File: src/rtl/subneg_prog_loader.sv
// Framed program loader for the 6-bit subneg core: length, data words, checksum.
// Data words go into core memory through one write port; the core is released only after a good checksum.
module subneg_prog_loader #(
  parameter int DEPTH = 22,
  parameter int WIDTH = 6,
  parameter int AW    = 5
) (
  input  logic             clk,
  input  logic             reset,
  input  logic             in_valid,
  input  logic [WIDTH-1:0] in_data,
  output logic             in_ready,
  input  logic             reload,
  output logic             mem_we,
  output logic [AW-1:0]    mem_addr,
  output logic [WIDTH-1:0] mem_wdata,
  output logic             core_run,
  output logic             load_done,
  output logic             error,
  output logic [WIDTH-1:0] checksum
);

  typedef enum logic [2:0] {IDLE, DATA, CHECK, RUN, ERR} state_t;

  localparam logic [WIDTH-1:0] DEPTH_W = WIDTH'(DEPTH);

  state_t          state, next_state;
  logic [AW-1:0]   cnt;
  logic [AW-1:0]   last;
  logic            accept;
  logic            len_ok;

  assign in_ready = (state == IDLE) || (state == DATA) || (state == CHECK);
  assign accept   = in_valid & in_ready;
  assign len_ok   = (in_data != '0) && (in_data <= DEPTH_W);

  always_ff @(posedge clk) begin
    if (reset) state <= IDLE;
    else       state <= next_state;
  end

  always_comb begin
    next_state = state;
    case (state)
      IDLE:    if (accept) next_state = len_ok ? DATA : ERR;
      DATA:    if (accept && (cnt == last)) next_state = CHECK;
      CHECK:   if (accept) next_state = (in_data == checksum) ? RUN : ERR;
      RUN,
      ERR:     if (reload) next_state = IDLE;
      default: next_state = IDLE;
    endcase
  end

  // Storing N-1 rather than N keeps the counter compare within AW bits.
  always_ff @(posedge clk) begin
    if (reset) begin
      cnt       <= '0;
      last      <= '0;
      checksum  <= '0;
      mem_we    <= 1'b0;
      mem_addr  <= '0;
      mem_wdata <= '0;
      core_run  <= 1'b0;
      load_done <= 1'b0;
      error     <= 1'b0;
    end else begin
      mem_we    <= 1'b0;
      core_run  <= (next_state == RUN);
      load_done <= (next_state == RUN);
      error     <= (next_state == ERR);
      if (accept) begin
        case (state)
          IDLE: begin
            if (len_ok) begin
              last     <= AW'(in_data - WIDTH'(1));
              cnt      <= '0;
              checksum <= '0;
            end
          end
          DATA: begin
            mem_we    <= 1'b1;
            mem_addr  <= cnt;
            mem_wdata <= in_data;
            checksum  <= checksum + in_data;
            if (cnt != last) cnt <= cnt + AW'(1);
          end
          default: ;
        endcase
      end
    end
  end

endmodule

File: config.mk
export PLATFORM = sky130hd
export DESIGN_NAME = subneg_prog_loader
export DESIGN_NICKNAME = d
export VERILOG_FILES = /design/src/rtl/subneg_prog_loader.sv
export SDC_FILE = /design/constraint.sdc
export NUM_CORES = 1
export LEC_CHECK = 0
export CAP_MARGIN = 20
export CORE_MARGIN = 3
export CORE_UTILIZATION = 35
export DETAILED_ROUTE_END_ITERATION = 10
export PLACE_DENSITY = 0.69
export SYNTH_ARGS = -nofsm -noshare
export SYNTH_HDL_FRONTEND = slang
export SYNTH_SLANG_ARGS = --single-unit
File: constraint.sdc
create_clock -name clk -period 2.4 [get_ports clk]
set_clock_uncertainty 0.1 [all_clocks]
set_input_delay 0.48 -clock clk [delete_from_list [all_inputs] [get_ports clk]]
set_output_delay 0.48 -clock clk [all_outputs]
set_load 0.02 [all_outputs]
==> out/qor.yml <==
run_status:
  status: "completed"
route:
  drtPass1Iterations: 4
  drtIter0Drc: 91
  viasPerCell: 4.85
  ant_nets: 0
  wire_per_inst_um: 12.4
  drc: 0
  route.vias.total: 1576
  drt_wl_total_um: 4020
timing:
  setup_tns_ps: 0
  holdWs_ps: 353
  timing.fmax_mhz: 439
  hold_viol: 0
  setup_ws_ps: 123
  slew_headroom_pct: 65.6
  setup_viol: 0
  slew_violations: 0
  worst_pin_slew_ps: 509
  layout_min_cycle_time_ps: 2280
  grt_setup_unrepaired: "true"
  timing.final.crit_share_pct: 94.9
grt:
  grt_pass1_vias: 1488
  grt_overflow: 0
  grt_max_degree: 17
  grt_pass1_wl_um: 6840
  track_usage_pct: 14.5
  antenna_found_initial: 0
clocking:
  clock_path_buffers: 2
  postCtsHoldBufs: 0
  h-tree-depth: 2
  cts_root_buffer: "clkbuf_8"
  clk_latency_ps: 280
  cts.clk_slew.worst_paths_ps: 70
  cts_tree: "built"
  cts_buffers: 5
  clkSinkCount: 33
yosys:
  synth-edff-count: 0
  synth_fp_nets: 225
  yosysMostFrequentCell: "dfxtp_1"
  ys.flop_type: "dfxtp_1"
  ys_types: 39
  ys_warn_count: 0
  synth-seq-cells: 33
  netlist_instances: 205
  synthArstFlopShare_pct: 0
  synth_seq_area_share_pct: 38.0
  yosys.area.top_type: "dfxtp_1"
  yosys-top-cells-count: "33 x dfxtp_1, 29 x nand2_1, 25 x a21oi_1"
  synth_top_cell_area_share_pct: 38.0
  netlist_area_mm2: 0.00174
  netlist_top_cells_area: "dfxtp_1 38%, a21oi_1 7.2%, ha_1 6.5%, nand2_1 6.3%, xor2_1 4.0%"
  syn_area_per_cell_um2: 8.48
die:
  ioPinCount: 32
  die-area_mm2: 0.00585
  rows: 25
  core_area_mm2: 0.00475
  start_util_pct: 36.6
  die_x_um: 76.5
  die_h_um: 76.5
setup_path:
  r2r-start: "checksum[3]$_SDFFE_PP0P_"
  cp-start-kind: "primary input"
  endpoint: "checksum[5]$_SDFFE_PP0P_"
  path_class: "primary input to register"
  cp_data_required_time_ps: 2510
  reg2reg_slack_ps: 350
  path_max_fanout: 4
  worst_r2r_endpoint: "checksum[5]$_SDFFE_PP0P_"
  critPathLaunch: "in_data[1]"
  r2r_cells: 6
  worstSetupEndpointType: "register"
  arrival_ps: 2390
final_layout:
  syn_to_final_growth_pct: 37.0
  n_antenna_cell: 0
  drive_gt1_share_pct: 17.4
  fillers: 470
  regArea_um2: 661
  final_area_mm2: 0.00238
  final_nets: 279
  multi_input_area_mm2: 0.00102
pwr:
  switchingPower_uw: 320
  pwr-share-clk_pct: 32.1
  swShare_pct: 27.0
  p_leak_nw: 0.950
  total_power_mw: 1.18
  peakVddDrop_uv: 313
  p_comb_share_pct: 18.7
  power_frac_seq_pct: 49.2
  powerDensity_mw_per_mm2: 497
  p_int_uw: 864
place:
  post-place-ws_ps: -427
  dp_hpwl_um: 3080
  place.gp.congestion: 0.828
  place_area_mm2: 0.00229
  io_buffer_count: 31
min_path:
  hold_path.class: "register to register"
job:
  cap_violations: 0
-- worst min-delay path by stage --
stage	startpoint	endpoint	slack, ps	cells past startpoint
detailed placement	mem_addr[4]$_SDFFE_PP0P_	mem_addr[4]$_SDFFE_PP0P_	350	2
global placement	mem_addr[3]$_SDFFE_PP0P_	mem_addr[3]$_SDFFE_PP0P_	350	2
floorplan	cnt[4]$_SDFFE_PP0P_	mem_addr[4]$_SDFFE_PP0P_	360	2
finish	mem_addr[4]$_SDFFE_PP0P_	mem_addr[4]$_SDFFE_PP0P_	350	2
global route	mem_addr[1]$_SDFFE_PP0P_	mem_addr[1]$_SDFFE_PP0P_	380	2
CTS	mem_addr[4]$_SDFFE_PP0P_	mem_addr[4]$_SDFFE_PP0P_	360	2
-- stage by stage --
step / instances / util, %
after global placement: 319 / 48.2
after CTS: 325 / 50.0
final: 325 / 50.1
after detailed placement: 319 / 48.2
after global routing: 325 / 50.1
after floorplan: 205 / -
-- routing by layer --
| layer | GRT usage (%) | vias up | routed length [um] |
|---|---|---|---|
| li1 | - | 828 | - |
| met1 | 17.7 | 717 | 1890 |
| met2 | 24.9 | 24 | 1940 |
| met3 | 2.96 | 7 | 121 |
| met4 | 5.43 | 0 | 64 |
| met5 | 0 | - | 0 |
-- timing repair --
item                                   4_1_cts  5_1_grt
setup endpoints to repair                   15       13
buffers inserted                             1        0
endpoints found under the hold margin        0        0
pin swaps                                    7        9
resized for setup                            8        5
-- placed cells by master, fill, tap and decap left out, types with 7 or more instances in the layout --
master	synthesis	layout
a21oi_1	25	24
buf_4	1	26
clkdlybuf4s50_1	0	26
dfxtp_1	33	33
ha_1	9	9
nand2_1	29	29
nor2_1	11	11
nor3_1	8	7
o21ai_0	7	7
xor2_1	8	8
-- state kept, by name, summed over array words and instances, names as in the netlist --
name	cells
error	1
mem_addr	5
last	5
load_done	1
mem_wdata	6
checksum	6
state	3
mem_we	1
cnt	5
-- critical path: stages --
cell and delay [ps]:
dlygate4sd2_1 250, buf_4 150, ha_1 310, a211oi_1 110, or3b_2 470, and3_1 180
or3_1 310, a31oi_1 130
-- kinds of logic (layout without fill, tap and decap cells) --
family | after synthesis | after routing | share of synthesized area (%)
buffers and inverters | 18 | 71 | 4.10
AO/OA/AOI/OAI | 51 | 51 | 19.8
multiplexers | 3 | 3 | 1.73
adder cells (fa/ha/maj) | 10 | 10 | 7.63
AND/OR/NAND/NOR | 79 | 79 | 23.2
XOR/XNOR | 11 | 11 | 5.54
flip-flops | 33 | 33 | 38.0
-- final cells by class --
class / instances / area share [%]
Multi-Input combinational cell: 154 / 42.8
Sequential cell: 33 / 27.7
Timing Repair Buffer: 59 / 21.9
Tap cell: 67 / 3.52
Clock buffer: 5 / 2.89
Inverter: 6 / 0.946
Clock inverter: 1 / 0.210
-- power groups by stage --
stage / combinational [mW] / clock, mW / sequential (mW)
global placement: 0.219 / 0 / 0.594
detailed placement: 0.220 / 0 / 0.595
global route: 0.244 / 0.416 / 0.585
finish: 0.221 / 0.380 / 0.583
CTS: 0.222 / 0.398 / 0.582
floorplan: 0.118 / 0 / 0.596
Power figures use the tool's default switching activity.
